===== src/rtl/trap_ctrl.sv =====
// trap_ctrl: machine-mode trap sequencer (IDLE -> DRAIN -> COMMIT -> REDIRECT) for exceptions, timer interrupt and MRET.
// Optional drain watchdog is compiled in when TRAP_CTRL_TIMEOUT_EN is defined.
`ifndef XLEN
`define XLEN 32
`endif

module trap_ctrl #(
    parameter int DRAIN_TIMEOUT = 16
) (
    input  logic              i_clk,
    input  logic              i_rst,
    input  logic              i_ex_inst_addr,
    input  logic              i_ex_illegal,
    input  logic              i_ex_ebreak,
    input  logic              i_ex_ecall,
    input  logic              i_ex_ld_addr,
    input  logic              i_ex_st_addr,
    input  logic              i_int_tip,
    input  logic              i_mie,
    input  logic              i_mtie,
    input  logic              i_mret,
    input  logic [`XLEN-1:0]  i_pc,
    input  logic [31:0]       i_inst,
    input  logic [`XLEN-1:0]  i_badaddr,
    input  logic              i_pipe_idle,
    output logic              o_stall,
    output logic              o_flush,
    output logic              o_trap_take,
    output logic [`XLEN-1:0]  o_cause,
    output logic [`XLEN-1:0]  o_epc,
    output logic [`XLEN-1:0]  o_tval,
    output logic              o_redirect,
    output logic              o_redirect_sel,
    output logic              o_busy,
    output logic              o_drain_err
);

    typedef enum logic [1:0] {
        IDLE,
        DRAIN,
        COMMIT,
        REDIRECT
    } state_t;

    state_t            state;
    state_t            state_nxt;
    logic              capture;
    logic              sel_q;
    logic              sel_nxt;
    logic              any_ex;
    logic              int_req;
    logic              drain_done;
    logic [`XLEN-1:0]  cause_q;
    logic [`XLEN-1:0]  epc_q;
    logic [`XLEN-1:0]  tval_q;
    logic [`XLEN-1:0]  cause_nxt;
    logic [`XLEN-1:0]  epc_nxt;
    logic [`XLEN-1:0]  tval_nxt;

    assign any_ex  = i_ex_ebreak | i_ex_inst_addr | i_ex_illegal |
                     i_ex_ecall  | i_ex_st_addr   | i_ex_ld_addr;
    assign int_req = i_int_tip & i_mie & i_mtie;

    // Trap record selection; falls through to the timer interrupt when no exception is flagged.
    always_comb begin
        cause_nxt = '0;
        epc_nxt   = i_pc;
        tval_nxt  = '0;
        if (i_ex_ebreak) begin
            cause_nxt = `XLEN'(3);
            tval_nxt  = i_pc;
        end else if (i_ex_inst_addr) begin
            cause_nxt = `XLEN'(0);
            tval_nxt  = i_badaddr;
        end else if (i_ex_illegal) begin
            cause_nxt = `XLEN'(2);
            tval_nxt  = `XLEN'(i_inst);
        end else if (i_ex_ecall) begin
            cause_nxt = `XLEN'(11);
        end else if (i_ex_st_addr) begin
            cause_nxt = `XLEN'(6);
            tval_nxt  = i_badaddr;
        end else if (i_ex_ld_addr) begin
            cause_nxt = `XLEN'(4);
            tval_nxt  = i_badaddr;
        end else begin
            cause_nxt = {1'b1, {(`XLEN-4){1'b0}}, 3'b111};
            epc_nxt   = i_pc + `XLEN'(4);
        end
    end

`ifdef TRAP_CTRL_TIMEOUT_EN
    localparam int CNT_W = (DRAIN_TIMEOUT > 1) ? $clog2(DRAIN_TIMEOUT) : 1;

    logic [CNT_W-1:0] drain_cnt;
    logic             drain_err_q;
    logic             drain_expired;

    assign drain_expired = (drain_cnt == CNT_W'(DRAIN_TIMEOUT - 1));
    assign drain_done    = i_pipe_idle | drain_expired;
    assign o_drain_err   = drain_err_q;

    // Counter sits at zero outside DRAIN so every DRAIN visit starts a fresh count.
    always_ff @(posedge i_clk or posedge i_rst) begin
        if (i_rst) begin
            drain_cnt   <= '0;
            drain_err_q <= 1'b0;
        end else if (state == DRAIN) begin
            drain_cnt <= drain_cnt + CNT_W'(1);
            if (drain_expired && !i_pipe_idle) begin
                drain_err_q <= 1'b1;
            end
        end else begin
            drain_cnt <= '0;
        end
    end
`else
    logic unused_timeout;

    assign unused_timeout = |DRAIN_TIMEOUT;
    assign drain_done     = i_pipe_idle;
    assign o_drain_err    = 1'b0;
`endif

    always_ff @(posedge i_clk or posedge i_rst) begin
        if (i_rst) begin
            state <= IDLE;
            sel_q <= 1'b0;
        end else begin
            state <= state_nxt;
            sel_q <= sel_nxt;
        end
    end

    // Exceptions win over MRET and interrupts; MRET defers a coincident interrupt to the next IDLE cycle.
    always_comb begin
        state_nxt = state;
        capture   = 1'b0;
        sel_nxt   = sel_q;
        case (state)
            IDLE: begin
                if (any_ex) begin
                    capture   = 1'b1;
                    sel_nxt   = 1'b0;
                    state_nxt = DRAIN;
                end else if (i_mret) begin
                    sel_nxt   = 1'b1;
                    state_nxt = REDIRECT;
                end else if (int_req) begin
                    capture   = 1'b1;
                    sel_nxt   = 1'b0;
                    state_nxt = DRAIN;
                end
            end
            DRAIN: begin
                if (drain_done) begin
                    state_nxt = COMMIT;
                end
            end
            COMMIT:   state_nxt = REDIRECT;
            REDIRECT: state_nxt = IDLE;
            default:  state_nxt = IDLE;
        endcase
    end

    always_ff @(posedge i_clk or posedge i_rst) begin
        if (i_rst) begin
            cause_q <= '0;
            epc_q   <= '0;
            tval_q  <= '0;
        end else if (capture) begin
            cause_q <= cause_nxt;
            epc_q   <= epc_nxt;
            tval_q  <= tval_nxt;
        end
    end

    assign o_stall        = (state != IDLE);
    assign o_busy         = (state != IDLE);
    assign o_flush        = (state == DRAIN);
    assign o_trap_take    = (state == COMMIT);
    assign o_redirect     = (state == REDIRECT);
    assign o_redirect_sel = sel_q;
    assign o_cause        = cause_q;
    assign o_epc          = epc_q;
    assign o_tval         = tval_q;

    // Structural invariants of the sequencer.
    a_take_then_redirect: assert property (@(posedge i_clk) disable iff (i_rst)
        o_trap_take |=> (o_redirect && !o_redirect_sel));
    a_flush_stalls: assert property (@(posedge i_clk) disable iff (i_rst)
        o_flush |-> o_stall);
    a_phase_onehot: assert property (@(posedge i_clk) disable iff (i_rst)
        $onehot0({o_flush, o_trap_take, o_redirect}));

endmodule


===== config.mk =====
export PLATFORM = sky130hd
export DESIGN_NAME = trap_ctrl
export DESIGN_NICKNAME = d
export VERILOG_FILES = /design/src/rtl/trap_ctrl.sv
export SDC_FILE = /design/constraint.sdc
export NUM_CORES = 1
export LEC_CHECK = 0
export CAP_MARGIN = 10
export CORE_UTILIZATION = 24
export CTS_CLUSTER_DIAMETER = 60
export DETAILED_ROUTE_END_ITERATION = 10
export MAX_ROUTING_LAYER = met4
export PLACE_DENSITY = 0.55
export SLEW_MARGIN = 20
export SYNTH_ARGS = -nofsm -noshare
export SYNTH_HDL_FRONTEND = slang
export SYNTH_SLANG_ARGS = --single-unit

===== constraint.sdc =====
create_clock -name i_clk -period 2.4 [get_ports i_clk]
set_clock_uncertainty 0.2 [all_clocks]
set_input_delay 0.36 -clock i_clk [delete_from_list [all_inputs] [get_ports i_clk]]
set_output_delay 0.36 -clock i_clk [all_outputs]
set_load 0.1 [all_outputs]

---- Word level (Yosys, flattened, before mapping) ----
Cells that the tools add are included.
word-level totals
  register bits after elaboration ......... 99
  latch bits .............................. 0
  RAM bits ................................ 0
  memory bits (read-only) ................. 0
  input port bits ......................... 109
  output and inout port bits .............. 103
  logic and storage cells ................. 53
  memories ................................ 0
operators by class
  add/subtract/negate cells ............... 1
  multipliers ............................. 0
  div/mod/pow operators ................... 0
  magnitude comparators ................... 0
  equality and inequality tests ........... 5
  shifts and indexed selects .............. 0
  mux-type cells .......................... 30
  bitwise logic cells ..................... 7
  reduce and logical (&&, ||, !) cells .... 5
operators with widths
  kind                     count
  $mux W32                 18
  $add A32 B3 Y32 const B  1
  $mux W2                  4
  $pmux W2 S4              1
  $mux W1                  7
  $or A1 B1 Y1             5
  $eq A2 B2 Y1 const B     2
  $ne A4 B4 Y1 const B     1
  $reduce_and A2 Y1        2
  $reduce_bool A3 Y1       1
  $and A1 B1 Y1            2
  $eq A2 B1 Y1 const B     1
  $logic_not A2 Y1         1
  $ne A2 B2 Y1 const B     1
  $reduce_bool A2 Y1       1

---- Logic depth before layout (Yosys ltp) ----
Gate-level depths: netlist of run 1.
  depth in word-level cells ............... 7
  gate-level depth with buffers ........... 9
  mapped depth without buffers ............ 7

---- Least setup slack after synthesis of run 1 ----
No wires, ideal clock.
  path kind ............................... reg2reg
  start point ............................. reg state[0]
  end point ............................... reg epc_q[16] (netlist: o_epc[16])
  library setup time ...................... 0.069 ns
  data arrival time ....................... 2.067 ns
  data required time ...................... 2.131 ns
  setup slack ............................. 0.064 ns
  cell stages (with the launch flop) ...... 7
  path buffers ............................ 0
  period minus slack after synthesis ...... 2.336 ns
  cells stage by stage .................... dfrtp_1 inv_1 ha_1 inv_1 or3_1 or4_1 nand3_1
between the ends
  cells in the longest elaborated chain, start to end .. 2
ends and longest elaborated chain
  item                    RTL line  text
  start, declared         45        state_t state;
  start signal, assigned  130       state <= state_nxt;
  $logic_not A2 Y1        140       case (state)
  $mux W1                 140
  end signal, assigned    173       epc_q <= epc_nxt;
  end, declared           54        logic [`XLEN-1:0] epc_q;
Every way passes these cells.
A chain may end at the register's enable or synchronous reset.

---- Worst setup path in the final report of run 1 ----
  start point ............................. in i_ex_ecall
  end point ............................... reg epc_q[16] (netlist: o_epc[16])
between the ends
  cells in the longest elaborated chain, start to end .. 5
  elaborated cells between the ends (all ways) .. 9
  those cells by class .................... 6 x mux; 3 x bitwise
ends and longest elaborated chain
  item                        RTL line  text
  start, declared             15        input logic i_ex_ecall,
  $or A1 B1 Y1                60        assign any_ex = i_ex_ebreak | i_ex_inst_addr | i_ex_illegal |
  $or A1 B1 Y1 (2 in series)  61        i_ex_ecall | i_ex_st_addr | i_ex_ld_addr;
  $mux W1                     142       if (any_ex) begin
  $mux W1                     140
Parallel ways exist; a longest one is shown, timed or not.

==> results of run 1 <==
## path summary, 6_finish.rpt
path	start	depth (start not counted)	to	slack [ps]
max	i_ex_ecall	6	o_epc[16]	110
min	i_rst	2	o_epc[6]	140
max reg2reg	state[0]	6	o_epc[31]	320
min reg2reg	o_epc[0]	2	o_epc[0]	280
max in group asynchronous	i_rst	3	o_tval[13]	1340
min in group i_clk	i_ex_ebreak	3	o_cause[2]	270
## per-stage QoR
step                      hold slack [ps]  setup TNS, ps  worst slack (ps)
after global routing                173.1              0             32.36
after global placement              264.8          -9173            -237.9
after floorplan                     265.4              0             15.08
after CTS                           134.4              0             100.8
after detailed placement            273.2         -10050            -261.8
final                               135.4              0             114.8
## flip-flops by register name, indices dropped and copies added, names as in the netlist
register,count
o_cause,5
o_epc,32
o_redirect_sel,1
o_tval,32
state,2
## metal layers
metal,vias to the layer above,routed length [um],part of all wire
met5,-,0,0
met4,0,272,0.019
met2,136,7199,0.50
li1,2078,-,-
met1,1945,5974,0.41
met3,20,968,0.067
## worst reg2reg max path: stages, from the launching register on
cell and delay, ps:
dfrtp_1 420, inv_1 100, ha_1 330, o21ai_4 150, buf_12 170, or4_1 510
o211ai_1 110
## layout by cell type (no fill, tap or decap), drive strengths merged, types with 4 or more instances in the layout
cell type / synthesis / final
and3: 4 / 4
inv: 7 / 6
xor2: 15 / 15
or4: 7 / 7
bufinv: 0 / 4
nor2: 13 / 13
nand2: 88 / 88
buf: 43 / 153
conb: 1 / 28
o21ai: 61 / 61
clkdlybuf4s50: 0 / 107
nor3: 4 / 4
xnor2: 8 / 8
ha: 5 / 5
clkbuf: 15 / 11
nand3: 20 / 20
o211ai: 6 / 6
nand4: 10 / 10
a2bb2oi: 32 / 32
dfrtp: 72 / 72
mux2i: 33 / 33
nor4: 6 / 6
## layout make-up
class,count,area (um^2)
Clock buffer,11,242.7
Fill cell,1727,10300
Antenna cell,1,2.502
Sequential cell,72,1802
Tap cell,225,281.5
Multi-Input combinational cell,356,2255
Timing Repair Buffer,260,2380
Clock inverter,5,127.6
Inverter,7,27.53
## cells by family after synthesis
kind of cell	Yosys count	share of synthesized area
adder cells (fa/ha/maj)	5	0.01454
buffers and inverters	65	0.08665
AND/OR/NAND/NOR	161	0.1972
multiplexers	34	0.07938
AO/OA/AOI/OAI	105	0.1559
flip-flops	72	0.4187
XOR/XNOR	23	0.04682
other	1	0.0008715
==> flow_summary.json, run 1 <==
{
  "drt_first_pass_iters": 4,
  "end_kind": "flop",
  "grt-ovfl-total": 0,
  "grt_max_degree": 36,
  "netlist_area_mm2": 0.004303,
  "ant_nets": 0,
  "yosysTopAreaCellShare": 0.4187,
  "drc": 0,
  "synth_top_area_cell": "dfrtp_1",
  "cts_root_buf": "clkbuf_16",
  "grt_pass1_wl_um": 22400,
  "max_stage_delay_ps": 610,
  "setup-violations-final": 0,
  "start_util": 0.2471,
  "path_class": "in -> reg",
  "met3_usage": 0.04959,
  "postPlaceCellArea_mm2": 0.006739,
  "ctsHoldBuffers": 0,
  "vias": 4179,
  "critPathArrivalTime_ps": 2370,
  "yosysMostFrequentCell": "nand2_1",
  "cts_buffers": 9,
  "grt_usage": 0.1649,
  "gp_congestion": 0.8238,
  "worstSkewPairLatency_ps": 340,
  "crit_path_start_kind": "input port",
  "post_cts_resized": 0,
  "postLayoutCellArea_mm2": 0.007118,
  "ys.flop_type": "dfrtp_1",
  "grt_antenna_before_repair": 1,
  "placedCellCount": 920,
  "drt-total-wl_um": 14420,
  "max_freq_mhz": 437.6,
  "grt_use_met2": 0.2826,
  "clkTransAtPathRegs_ps": 60,
  "area_growth_syn_to_layout_pct": 65.43,
  "ys_warn_count": 0,
  "core_mm2": 0.01742,
  "num_io_pins": 212,
  "required_ps": 2480,
  "chipWidth_um": 135.9,
  "synth-seq-cells": 72,
  "postCtsSetupBuffers": 0,
  "hold_path.class": "in -> async",
  "cts.sinks": 72,
  "fin_crit_ps": 2285,
  "drt_iter0_markers": 125,
  "cpLargestDelayFamily": "simple AND/OR/NAND/NOR gates",
  "routedWlPerCell_um": 15.38,
  "crit_slowest_cell": "or4_4",
  "nets": 820,
  "rsz0062_at_grt": "false",
  "ys_top_cells_by_count": "nand2_1, dfrtp_1, o21ai_0",
  "crit_path_max_fanout": 5,
  "synth_cells": 466,
  "die_y_um": 135.9,
  "slew_violations": 0,
  "status": "finished, final reports clean",
  "synth.top_cells.by_area": "dfrtp_1, mux2i_1, nand2_1, a2bb2oi_1, o21ai_0",
  "syn_avg_cell_area_um2": 9.234,
  "die_area_mm2": 0.01847,
  "drive_above_1_share": 0.2546,
  "synthArstFlopShare": 1.000,
  "globalRouteMet1Util": 0.1841,
  "synth-edff-count": 0,
  "vias_per_cell": 4.460,
  "io_buffers": 183,
  "final_core_util": 0.4087,
  "ys_seq_area_frac": 0.4187,
  "htreeDepth": 3,
  "cap_violations": 0,
  "cts_tree": "built",
  "dp_hpwl_um": 11570,
  "final_cells": 937,
  "synth_cell_types": 39,
  "first_global_vias": 4359,
  "cts.path.max_buffers": 2,
  "grt-busiest-layer": "met2",
  "worst-path-buf-inv": 1,
  "finalHoldViolCount": 0,
  "std_cell_rows": 48,
  "post-route-period-util": 0.9522,
  "path_cells": "clkdlybuf4s50_1, or4_4, nor3_4, nand4_4, or4_1, nand3_1"
}
Power of run 1 is left out: the tool's default activity adds up to more than one toggle a clock period on the data nets, which glitch-free logic cannot reach.
==> run 2, diff against run 1 <==
--- a/config.mk
+++ b/config.mk
@@ -9,7 +9,6 @@
 export CORE_UTILIZATION = 24
 export CTS_CLUSTER_DIAMETER = 60
 export DETAILED_ROUTE_END_ITERATION = 10
-export MAX_ROUTING_LAYER = met4
 export PLACE_DENSITY = 0.55
 export SLEW_MARGIN = 20
 export SYNTH_ARGS = -nofsm -noshare
==> run 2 against run 1 <==
  * Via count barely moved
  * Register-to-register slack is essentially flat
  * Hold slack about the same
  * Die area is the same
  * Sequential share of layout area is essentially flat
  * Non-clock buffer count stayed put
  * Routed wire length hardly changed
  * Global-route usage decreased by 0.46 points
  * First-iteration DRC count up 4.8%
  * Utilization about the same
==> flow_summary.json, run 2 (synthesis gave the netlist of run 1 again) <==
{
  "status": "finished, final reports clean",
  "ant_nets": 0,
  "std_cell_rows": 48,
  "cts_root_buf": "clkbuf_16",
  "cts.sinks": 72,
  "start_util": 0.2471,
  "place_ws_ps": -261.8,
  "grt_pass1_wl_um": 22420,
  "grt_usage": 0.1603,
  "chipWidth_um": 135.9,
  "nets": 820,
  "cts_tree": "built",
  "drt_first_pass_iters": 4,
  "end_kind": "flop",
  "postLayoutCellArea_mm2": 0.007116,
  "area_growth_syn_to_layout_pct": 65.37,
  "grt_antenna_before_repair": 1,
  "max_freq_mhz": 437.7,
  "io_buffers": 183,
  "grt_max_degree": 36,
  "postCtsSetupBuffers": 0,
  "cts.path.max_buffers": 2,
  "drc": 0,
  "final_cell_mix": "buf_4, clkdlybuf4s50_1, nand2_1",
  "dp_hpwl_um": 11570,
  "cts_buffers": 9,
  "core_mm2": 0.01742,
  "routedWlPerCell_um": 15.40,
  "required_ps": 2480,
  "worstSkewPairLatency_ps": 340,
  "hold_path.class": "in -> async",
  "diodes": 0,
  "path_class": "in -> reg",
  "critPathArrivalTime_ps": 2370,
  "post-route-period-util": 0.9519,
  "die_y_um": 135.9,
  "vias_per_cell": 4.468,
  "drt-total-wl_um": 14410,
  "gp_congestion": 0.8118,
  "rsz0062_at_grt": "false",
  "drt_iter0_markers": 131,
  "slew_violations": 0,
  "drive_above_1_share": 0.2546,
  "clkTransAtPathRegs_ps": 60,
  "postPlaceCellArea_mm2": 0.006739,
  "layout_commonest_cell": "buf_4",
  "die_area_mm2": 0.01847,
  "cap_violations": 0,
  "setup-violations-final": 0,
  "final_cells": 936,
  "finalHoldViolCount": 0,
  "fin_crit_ps": 2285,
  "vias": 4182,
  "crit_path_start_kind": "input port",
  "grt-ovfl-total": 0,
  "whs_ps": 135.4,
  "htreeDepth": 3,
  "placedCellCount": 920,
  "setup_ws_ps": 115.4,
  "first_global_vias": 4357,
  "num_io_pins": 212,
  "crit_path_max_fanout": 5
}
run 2: changes by cell type in the layout (fill, tap and decap cells not counted):
cell | before | now
diode_2 | 1 | 0
run 2: worst paths after layout:
path / slack [ps] / cells past startpoint / startpoint / endpoint
worst max-delay path: 120 / 6 / i_ex_ecall / o_epc[16]
worst min-delay path: 140 / 2 / i_rst / o_epc[6]
worst max register to register: 330 / 6 / state[0] / o_epc[31]
worst min register to register: 280 / 2 / o_epc[0] / o_epc[0]
max in group asynchronous: 1340 / 3 / i_rst / o_tval[13]
min in group i_clk: 270 / 3 / i_ex_ebreak / o_cause[2]
run 2: worst max-delay path, stage by stage:
cell and delay [ps]:
clkdlybuf4s50_1 460, or4_4 610, nor3_4 200, nand4_4 140, or4_1 490, nand3_1 90
run 2: what timing repair did:
item / in CTS / in global routing
hold buffers: 0 / 0
resized for setup: 0 / 1
endpoints found under the setup margin: 0 / 1
run 2: routing by layer:
layer / global-route usage / up-vias / share of wire
li1: - / 2076 / -
met1: 0.1825 / 1944 / 0.41
met2: 0.2829 / 141 / 0.50
met3: 0.05369 / 19 / 0.070
met4: 0.04630 / 2 / 0.019
met5: 0 / - / 0.00090
run 2: area by class of cell:
class / count / area (um^2)
repair buffers: 260 / 2380
well taps: 225 / 281.5
flip-flops and latches: 72 / 1802
inverters: 7 / 27.53
fillers: 1726 / 10300
clock inverters: 5 / 127.6
multi-input cells: 356 / 2255
clock buffers: 11 / 242.7
run 2: through the flow:
stage	util	TNS (ps)
after floorplan	-	0
after global placement	0.3869	-9173
after detailed placement	0.3869	-10050
after CTS	0.4082	0
after global routing	0.4085	0
final	0.4085	0
Power of run 2 is left out for the same reason.
